[src/rtl/clken_nco_pkg.sv]
// rtl/clken_nco_pkg.sv - shared defaults, legal ranges and lock-qualifier state for clken_nco
package clken_nco_pkg;

    localparam int DEF_CHANNELS    = 2;
    localparam int DEF_ACC_WIDTH   = 24;
    localparam int DEF_LOCK_CYCLES = 1024;

    localparam int MIN_CHANNELS    = 1;
    localparam int MAX_CHANNELS    = 8;
    localparam int MIN_ACC_WIDTH   = 8;
    localparam int MAX_ACC_WIDTH   = 32;
    localparam int MIN_LOCK_CYCLES = 1;
    localparam int MAX_LOCK_CYCLES = 65535;

    // Wide enough for the largest legal LOCK_CYCLES-1
    localparam int LOCK_CNT_W = 16;

    typedef enum logic [0:0] {
        ST_WAIT = 1'b0,
        ST_RUN  = 1'b1
    } lock_state_e;

    function automatic int ch_sel_width(input int channels);
        return (channels > 1) ? $clog2(channels) : 1;
    endfunction

endpackage

[src/rtl/clken_nco_chan.sv]
// rtl/clken_nco_chan.sv - one fractional clock-enable channel (num/den accumulator)
module clken_nco_chan
    import clken_nco_pkg::*;
#(
    parameter int ACC_WIDTH = DEF_ACC_WIDTH
) (
    input  logic                 clk,
    input  logic                 rst,
    input  logic                 run,
    input  logic                 cfg_load,
    input  logic [ACC_WIDTH-1:0] cfg_num,
    input  logic [ACC_WIDTH-1:0] cfg_den,
    output logic                 clken
);

    logic [ACC_WIDTH-1:0] num_q, num_d;
    logic [ACC_WIDTH-1:0] den_q, den_d;
    logic [ACC_WIDTH-1:0] acc_q, acc_d;
    logic                 clken_q, clken_d;
    logic [ACC_WIDTH:0]   sum;

    always_comb begin
        num_d   = num_q;
        den_d   = den_q;
        acc_d   = acc_q;
        clken_d = 1'b0;
        // One extra bit so acc+num can never wrap
        sum     = {1'b0, acc_q} + {1'b0, num_q};

        if (cfg_load) begin
            num_d = cfg_num;
            den_d = cfg_den;
            acc_d = '0;
        end else if (!run || num_q == '0 || den_q == '0) begin
            acc_d = '0;
        end else if (num_q >= den_q) begin
            // Saturated ratio: pulse every cycle, keep the phase pinned at zero
            acc_d   = '0;
            clken_d = 1'b1;
        end else if (sum >= {1'b0, den_q}) begin
            acc_d   = ACC_WIDTH'(sum - {1'b0, den_q});
            clken_d = 1'b1;
        end else begin
            acc_d = sum[ACC_WIDTH-1:0];
        end
    end

    always_ff @(posedge clk or posedge rst) begin
        if (rst) begin
            num_q   <= '0;
            den_q   <= ACC_WIDTH'(1);
            acc_q   <= '0;
            clken_q <= 1'b0;
        end else begin
            num_q   <= num_d;
            den_q   <= den_d;
            acc_q   <= acc_d;
            clken_q <= clken_d;
        end
    end

    assign clken = clken_q;

endmodule

[src/rtl/clken_nco.sv]
// rtl/clken_nco.sv - multi-channel fractional clock-enable generator gated by PLL lock qualification
module clken_nco
    import clken_nco_pkg::*;
#(
    parameter int CHANNELS    = DEF_CHANNELS,
    parameter int ACC_WIDTH   = DEF_ACC_WIDTH,
    parameter int LOCK_CYCLES = DEF_LOCK_CYCLES
) (
    input  logic                                clkin,
    input  logic                                reset,
    input  logic                                pll_lock,
    input  logic                                cfg_we,
    input  logic [ch_sel_width(CHANNELS)-1:0]   cfg_ch,
    input  logic [ACC_WIDTH-1:0]                cfg_num,
    input  logic [ACC_WIDTH-1:0]                cfg_den,
    output logic                                ready,
    output logic [CHANNELS-1:0]                 clken
);

    localparam int                  CH_W      = ch_sel_width(CHANNELS);
    localparam logic [LOCK_CNT_W-1:0] LOCK_LAST = LOCK_CNT_W'(LOCK_CYCLES - 1);

    // Assert immediately, release two clkin edges after reset falls
    logic [1:0] rst_sync_q, rst_sync_d;
    logic       rst_int;

    always_comb rst_sync_d = {rst_sync_q[0], 1'b0};

    always_ff @(posedge clkin or posedge reset) begin
        if (reset) begin
            rst_sync_q <= 2'b11;
        end else begin
            rst_sync_q <= rst_sync_d;
        end
    end

    assign rst_int = rst_sync_q[1];

    lock_state_e           state_q, state_d;
    logic [LOCK_CNT_W-1:0] lock_cnt_q, lock_cnt_d;
    logic                  chan_run;

    always_comb begin
        state_d    = state_q;
        lock_cnt_d = lock_cnt_q;
        case (state_q)
            ST_WAIT: begin
                if (!pll_lock) begin
                    lock_cnt_d = '0;
                end else if (lock_cnt_q == LOCK_LAST) begin
                    state_d    = ST_RUN;
                    lock_cnt_d = '0;
                end else begin
                    lock_cnt_d = lock_cnt_q + 1'b1;
                end
            end
            ST_RUN: begin
                if (!pll_lock) begin
                    state_d    = ST_WAIT;
                    lock_cnt_d = '0;
                end
            end
            default: begin
                state_d    = ST_WAIT;
                lock_cnt_d = '0;
            end
        endcase
    end

    always_ff @(posedge clkin or posedge rst_int) begin
        if (rst_int) begin
            state_q    <= ST_WAIT;
            lock_cnt_q <= '0;
        end else begin
            state_q    <= state_d;
            lock_cnt_q <= lock_cnt_d;
        end
    end

    assign ready = (state_q == ST_RUN);

    // A lock drop silences the channels on the same edge that leaves RUN
    assign chan_run = ready && pll_lock;

    for (genvar i = 0; i < CHANNELS; i++) begin : g_chan
        clken_nco_chan #(
            .ACC_WIDTH (ACC_WIDTH)
        ) u_chan (
            .clk      (clkin),
            .rst      (rst_int),
            .run      (chan_run),
            .cfg_load (cfg_we && (cfg_ch == CH_W'(i))),
            .cfg_num  (cfg_num),
            .cfg_den  (cfg_den),
            .clken    (clken[i])
        );
    end

endmodule

[config.mk]
export PLATFORM = sky130hd
export DESIGN_NAME = clken_nco
export DESIGN_NICKNAME = d
export VERILOG_FILES = /design/src/rtl/clken_nco_pkg.sv /design/src/rtl/clken_nco_chan.sv /design/src/rtl/clken_nco.sv
export SDC_FILE = /design/constraint.sdc
export NUM_CORES = 1
export LEC_CHECK = 0
export ABC_AREA = 1
export ABC_CLOCK_PERIOD_IN_PS = 4900
export CAP_MARGIN = 0
export CORE_UTILIZATION = 51
export CTS_CLUSTER_SIZE = 25
export DETAILED_ROUTE_END_ITERATION = 6
export PLACE_DENSITY = 0.69
export REMOVE_ABC_BUFFERS = 1
export SYNTH_ARGS = -nofsm -noshare
export SYNTH_HDL_FRONTEND = slang
export SYNTH_HIERARCHICAL = 1
export SYNTH_SLANG_ARGS = --single-unit
[constraint.sdc]
create_clock -name clkin -period 4.9 [get_ports clkin]
set_input_delay 0.49 -clock clkin [delete_from_list [all_inputs] [get_ports clkin]]
set_output_delay 0.49 -clock clkin [all_outputs]
set_load 0.02 [all_outputs]
==> results summary, run 1 <==
The data arrival at the endpoint of the critical path is 4570 ps. The number of distinct standard cells referenced by the synthesized netlist is 46. The die extent in x came out at around 170 µm. The Yosys step of the flow raised 6 warnings.

The total of flip-flops plus latches after synthesis is between 150 and 200. The total iterations of the first detailed-routing run is 5. The total count of max-transition violations in the final report was 0.

The timing-limited maximum frequency is 0.236 GHz. The biggest fanout along the worst timing path came out at 5. The tightest min-delay check is of the flop to flop type. The number of nets with antenna violations after detailed routing is 0. The filler cells instantiated in the layout total 2673. Summed over all failing endpoints, the final setup total negative slack is 0 ps.

For this design the ratio of total power to cell area is between 300 and 400 mW/mm². In this run the critical register-to-register path is captured at g_chan[0].u_chan/acc_q[18]. The initial cell density of the core is 52.4%.

The post-route fraction of the period consumed by the critical path is slightly below 90%. The routed via count is 13400. The mean number of vias per cell is 5.32.

Setup repair after global routing left no endpoint under its margin. The startpoint identified for the worst register-to-register timing path is g_chan[0].u_chan/num_q[1]. The worst hold path begins at rst_sync_q[0]. The static leakage power is approximately 8.3 nW. The estimated wirelength of the detail-placed design is 34.9 mm. Clock skew on the completed layout was measured at 14.5 ps. The flow ran to the end, and the final reports show no timing, DRC or antenna violations. At the later pin of the worst-skew pair, clock insertion delay measures roughly 430 ps. The total number of clock tree sinks came out at 165. The post-synthesis area per instance is a little under 7 µm². The final critical delay including setup and external delays is 4240 ps.

The final-report hold violation count came out at 0. For this run, the register share of the synthesized area comes to 29.1%. The hold buffer count at cts is 0. The worst hold slack after final layout came out at 360 ps. The most instantiated library cell after synthesis is nand2_1. The number of enable flip-flop cells after synthesis is 0. The overall fraction of global-route tracks in use came out at 30.6%. After synthesis, the most frequently instantiated cells are nand2_1 (595), inv_1 (293), nor2_1 (214). The number of post-CTS setup repair buffers is 0. The path depth of the worst reg2reg path came out at 22. The maximum level of the CTS H-tree is 4.

The synthesized area is 0.0142 mm². The cell area after layout is 0.0157 mm². TritonCTS built the clock tree.

The hold-critical path depth came out at 0. The share of final-layout standard cells stronger than drive strength 1 came out at 4.69%. The number of max-capacitance violations reported is 0. The area of the die is around 0.028 mm².

STA classifies the critical path endpoint as a flop. Synthesis produced 2096 cells. In the final design database the tool counted 2343 nets. The worst hold path endpoint is rst_sync_q[1]. The largest stage delay on the critical path is 450 ps. The worst setup path is launched from a flop.

The most numerous cell type found on the critical path is nand2_1. The top-level I/O count came out at 56. The wire length of the first global-routing pass is about 67 mm. The root buffer cell chosen for the clock tree is clkbuf_16. The number of buffers on the longest clock path is 2. The post-cts sizing count is 0. The worst setup slack after placement came out at 751 ps. After layout, the worst setup slack is 662 ps. The final routed wirelength across all metal layers came out at 42.4 mm.

The final weighted congestion of routability-driven global placement came out at 0.976. In this run the core area contains 60 standard-cell rows. Of all flip-flops after synthesis, the portion carrying an async set or reset was 100%. The critical path goes through inv_1 > fa_1 > inv_1 > nand2_1 > o21ai_2 > nand2_1 > nand2_2 > nand2_1 > nand3_1 > xor2_1 > inv_1 > ha_1 > nand2_1 > nor2_1 > nor3b_1 > nand4_1 > nand3_1 > nand2_1 > nand2_1 > nand2_1 > nand2_1 > nor2_1. The initial antenna violation count came to 2. Setup violations remaining at the end of the flow were counted as 0.

For this design, the slowest cell found on the critical path is fa_1. The pin count of the biggest net entering global routing came out at between 80 and 90. The fraction of synthesized cell area taken by the top area cell type is between 20 and 30%. The number of buffers created by CTS is 17.

The region available for standard cell placement spans 0.0271 mm². The floorplan die height is 169 µm. The number of buffers inserted by port buffering is between 50 and 60. The remaining design rule violation count is 0. The internal reg-to-reg setup slack is between 600 and 700 ps. The via count of the first global-routing pass is 13100. The measured slew at the worst slew-check pin came out at between 900 and 1000 ps. The critical path class is flop to flop.

The violation count after the first detailed-route iteration came out at around 830. The critical path data required time came out at 5230 ps. The most used flip-flop cell after synthesis is dfrtp_1. IR analysis of the VDD net gives a maximum drop of approximately 220 µV. Global routing finished with a remaining overflow of 0. The cell area after placement is roughly 0.015 mm². The clock-pin slew on the worst setup and hold paths is 80 ps. The worst relative slew slack came out at 36.3%. In the post-synthesis netlist, the biggest area contributors are dfrtp_1 (28%), nand2_1 (16%), ha_1 (13%). The area growth from synthesis to layout came out at 10.8%. The final routed wire length divided by cell count came out at 16.8 µm. The top cell type by total area after synthesis is dfrtp_1.
[layout by cell type, fill, tap and decap left out, drive strengths merged]
cell type,netlist,layout
nand2,609,609
inv,295,302
nor4,12,12
xnor2,23,23
xor2,36,36
ha,145,145
o31ai,2,2
a31oi,5,5
a21oi,148,148
o21a,2,2
clkinv,1,5
nand3,107,107
a21o,8,8
buf,18,11
fa,4,4
nand4,51,51
nor3b,2,2
diode,0,1
o21bai,21,21
bufinv,0,4
nor3,22,22
a21boi,6,6
o22ai,1,1
nor2,223,223
clkbuf,22,17
or2,2,2
clkdlybuf4s50,0,55
o211ai,1,1
mux2,2,2
conb,1,1
dfstp,4,4
nand3b,11,11
o21ai,151,151
dfrtp,161,161
[stage by stage]
stage	power [mW]	std cells	util [%]
finish	5.10	2527	58.0
global route	5.45	2526	58.0
CTS	5.11	2526	58.0
detailed placement	3.61	2494	55.6
global placement	3.58	2494	55.6
floorplan	3.03	2056	-
[worst max-delay path by stage]
stage          cells after the start                    endpoint                       from  slack, ps
2_1_floorplan                      7   g_chan[0].u_chan/acc_q[1]                     cfg_we        300
3_3_place_gp                      23  g_chan[0].u_chan/acc_q[18]  g_chan[0].u_chan/num_q[0]        800
3_5_place_dp                      22  g_chan[0].u_chan/acc_q[18]  g_chan[0].u_chan/num_q[1]        750
4_1_cts                           22  g_chan[0].u_chan/acc_q[18]  g_chan[0].u_chan/num_q[1]        720
5_1_grt                           24   g_chan[0].u_chan/acc_q[1]  g_chan[0].u_chan/num_q[1]        500
6_report                          22  g_chan[0].u_chan/acc_q[18]  g_chan[0].u_chan/num_q[1]        660
[state kept, by name, summed over array words and instances (netlist names)]
signal               cells
g_chan.u_chan/acc_q     48
g_chan.u_chan/den_q     48
g_chan.u_chan/num_q     48
lock_cnt_q              16
g_chan.u_chan/clken      2
rst_sync_q               2
ready                    1
[where the power goes]
part	switching, mW	total (mW)	internal [mW]	leakage [nW]
Combinational	1.34	2.05	0.704	5.82
Clock	0.615	1.48	0.870	0.317
Sequential	0.0972	1.57	1.47	2.13
[critical path, delay by kind of cell (launching register included)]
kind            cells  cell delay [ps]
compound gates      1              210
xor+xnor            1              260
fa+ha+maj           2              850
buf+inv             3              380
flops               1              430
simple gates       15             1980
[metal layers]
metal  global-route usage [%]  up-vias  wire length [µm]
met3                     3.16       75              1230
met5                        0        -                13
met2                     54.3      252             20800
met1                     37.5     6210             18600
met4                     13.5        2              1790
li1                         -     6894                 -
[logic make-up (layout without fill, tap and decap cells)]
kind of cell | Yosys count | in the layout | synth area share [%]
and+or+nand+nor | 1039 | 1039 | 31.0
AOI/OAI and AO/OA | 345 | 345 | 13.3
buffers and inverters | 336 | 394 | 9.38
DFF | 165 | 165 | 29.1
adders and majority gates | 149 | 149 | 13.3
xor gates and xnor gates | 59 | 59 | 3.64
muxes | 2 | 2 | 0.159
other | 1 | 2 | 0.0264
[area by class of cell]
type / count / area, µm² / share of cell area (%)
well taps: 372 / 465 / 2.96
repair buffers: 66 / 633 / 4.03
diodes: 1 / 2.50 / 0.0159
clock buffers: 17 / 425 / 2.71
inverters: 296 / 1110 / 7.07
flip-flops and latches: 165 / 4130 / 26.3
multi-input cells: 1595 / 8730 / 55.6
clock inverters: 15 / 214 / 1.36
Note: power is estimated with default switching activity, not from simulation.
==> run 2, diff against run 1 <==
--- a/config.mk
+++ b/config.mk
@@ -8,10 +8,13 @@
 export ABC_AREA = 1
 export ABC_CLOCK_PERIOD_IN_PS = 4900
 export CAP_MARGIN = 0
-export CORE_UTILIZATION = 51
+export CELL_PAD_IN_SITES_DETAIL_PLACEMENT = 1
+export CELL_PAD_IN_SITES_GLOBAL_PLACEMENT = 1
+export CORE_UTILIZATION = 49
+export CTS_BUF_LIST = sky130_fd_sc_hd__clkbuf_4 sky130_fd_sc_hd__clkbuf_8 sky130_fd_sc_hd__clkbuf_16
 export CTS_CLUSTER_SIZE = 25
 export DETAILED_ROUTE_END_ITERATION = 6
-export PLACE_DENSITY = 0.69
+export PLACE_DENSITY_LB_ADDON = 0.1
 export REMOVE_ABC_BUFFERS = 1
 export SYNTH_ARGS = -nofsm -noshare
 export SYNTH_HDL_FRONTEND = slang
==> run 2 against run 1 <==
Net effect:
- sequential cell count stayed put
- die area is 4.0% higher
- count of clock-buffer cells in the layout is 6 higher
- sequential share of layout area is 0.11 points higher
- global-route usage is 3.6 points higher
- clock power is 10% lower
- critical path type unchanged
- critical endpoint is now g_chan[0].u_chan/acc_q[22]
==> results summary, run 2 (synthesis results as in run 1) <==
TritonCTS built the clock tree. The most common cell after layout, fill and taps aside is nand2_1. The cell area after placement came out at about 0.015 mm². Setup repair after global routing left no endpoint under its margin.

At the later pin of the worst-skew pair, clock insertion delay measures 450 ps. The final-report hold violation count was 0. The post-route fraction of the period consumed by the critical path came out at between 80% and 90%. After detailed routing, the number of vias per cell comes to around 5.5. The share of final-layout standard cells stronger than drive strength 1 is between 4 and 5%. After detailed routing, the met2 layer carries 24.9 mm of wire.

The estimated wirelength of the detail-placed design is 39.7 mm. The cell area after layout is around 0.016 mm². The antenna diode count came out at 0. The via count of the first global-routing pass is 14900. The worst relative slew slack is 36.2%.

The startpoint type of the worst setup path is a flop. The number of buffers inserted by port buffering is 55. Setup violations remaining at the end of the flow were counted as 0. The final routed wire length divided by cell count came out at 19.2 µm.

The number of setup buffers added after CTS is 0. The proportion of power drawn by combinational gates came out at 42.3%. The final weighted congestion of routability-driven global placement came out at approximately 0.98. The total count of max-transition violations in the final report is 0. The register area is a little over 0.004 mm². At the pin with the least slew margin, the transition time is 957 ps.

The number of buffers on the longest clock path came out at 2. The run finished with clean final reports. The overflow left after global routing is 0. The number of placement rows came out at just over 60.

Buffers inserted during clock tree synthesis total 17. The critical path data required time is 5240 ps. The post-cts sizing count is 0. After the first detailed-routing iteration, the DRC count stood at 826.

The proportion of total power due to net switching is about 42%. The static leakage power is a little over 8 nW. The floorplan die height came out at roughly 170 µm. The timing-limited maximum frequency came out at approximately 0.23 GHz.

The endpoint class of the critical path is a flop. The initial antenna violation count came to 0. The switching power of the nets came out at 2.11 mW.

For the finished layout, the period the worst path requires is 4340 ps. The overall fraction of global-route tracks in use came out at 34.2%. The die is 172 µm wide. In the routed design, unresolved DRC markers number 0. For this design the top-level I/O count stands at between 50 and 60. The number of max-capacitance violations reported came out at 0. The path class of the tightest hold or removal check is flop to flop. The number of fill cells in the layout is 3817. Detailed routing placed a total of 923 µm of wire on met3.

The initial cell density of the core is 50.4%. The clock share of power came out at 26.4%. After clock tree synthesis, the clock-pin slew on the worst setup and hold paths is 70 ps. For this design the ratio of total power to cell area is 321 mW/mm². The area inside the core boundary is 0.0282 mm². The pin count of the biggest net entering global routing came out at 89. The combined area of the multi-input logic cells came out at 0.00873 mm².

The routed via count is 14000. The uppermost signal routing layer after detailed routing is met4. The data arrival at the endpoint of the critical path is 4670 ps.

Across the VDD grid, the largest voltage drop is ~220 µV. The total number of clock tree sinks came out at approximately 170. The final routed wirelength across all metal layers is 48.5 mm.

The cell-internal power came out at a little under 3 mW. Compared with the post-synthesis result, the final layout area differs by 10.3%. The maximum level of the CTS H-tree is 4. The floorplan step defined a die boundary enclosing 0.0296 mm².

After clock tree synthesis, the flow added hold-fix buffers numbering 0. The number of nets with antenna violations after detailed routing came out at 0. The largest registers in the layout are g_chan.u_chan/acc_q (48), g_chan.u_chan/den_q (48), g_chan.u_chan/num_q (48). The met1 wire length came out at between 20 and 25 mm. The wire length of the first global-routing pass is ~77 mm. The top cell types in the final layout, fill and taps aside, are nand2_1 (595), inv_1 (290), nor2_1 (213). By startpoint and endpoint, the worst setup path is classified as flop to flop. The tree is rooted in a clkbuf_16.

The setup skew after layout came out at 11.2 ps. The total iterations of the first detailed-routing run came out at 5. Sequential cells burn 31.3% of the power.

The biggest fanout along the worst timing path is 5. The final-layout setup total negative slack came out at 0 ps. The layout net count is 2343.
run 2: changes by cell type in the layout (fill, tap and decap cells not counted), sizes merged:
cell      delta
inv          -5
clkinvlp     +3
diode        -1
clkbuf       +6
bufinv       -4
run 2: area by class of cell:
class / count / share of cell area, %
multi-input combinational: 1595 / 55.8
sequential: 165 / 26.4
inverter: 296 / 7.10
timing repair buffer: 66 / 4.04
clock buffer: 23 / 3.21
tap: 378 / 3.02
clock inverter: 9 / 0.432
run 2: final timing paths:
check,from,to,slack (ps),cells after the start
worst max-delay path,g_chan[0].u_chan/num_q[0],g_chan[0].u_chan/acc_q[22],560,24
worst min-delay path,rst_sync_q[0],rst_sync_q[1],360,0
worst max register to register,g_chan[0].u_chan/num_q[0],g_chan[0].u_chan/acc_q[22],560,24
worst min register to register,rst_sync_q[0],rst_sync_q[1],360,0
max in group asynchronous,rst_sync_q[1],g_chan[0].u_chan/den_q[0],3440,2
min in group asynchronous,reset,rst_sync_q[1],380,2
run 2: power groups by stage:
stage                     Combinational (mW)  Sequential [mW]  Clock (mW)
final                                   2.12             1.57        1.33
after global routing                    2.37             1.58        1.40
after CTS                               2.11             1.57        1.35
after detailed placement                2.08             1.59           0
after global placement                  2.00             1.59           0
after floorplan                         1.48             1.55           0
run 2: worst max-delay path, stage by stage, from the launching register on:
cell	delay [ps]
dfrtp_1	380
ha_1	210
inv_1	80
fa_1	390
inv_1	150
nand2_1	110
o21ai_2	210
nand2_1	90
nand2_2	150
nand2_1	70
nand3_1	120
xor2_1	240
inv_1	110
ha_1	390
nand2_1	120
nor2_1	240
nand2_1	180
nor2_1	120
o21ai_0	300
nand3_1	240
nand2_1	80
nand2_1	70
nand2_1	60
nand2_1	70
nor2_1	40
run 2: stage by stage:
step	instances	hold WS [ps]	power (mW)	util, %	setup WS [ps]
2_1_floorplan	2056	288	3.03	-	303
3_3_place_gp	2500	346	3.59	53.6	780
3_5_place_dp	2500	347	3.67	53.6	660
4_1_cts	2532	356	5.02	55.6	605
5_1_grt	2532	360	5.36	55.6	275
6_report	2532	355	5.02	55.6	561
run 2: metal layers:
metal	vias to the layer above	global-route usage (%)
met5	-	0
met3	92	3.62
met1	6844	39.5
met4	0	15.2
met2	199	63.2
li1	6879	-
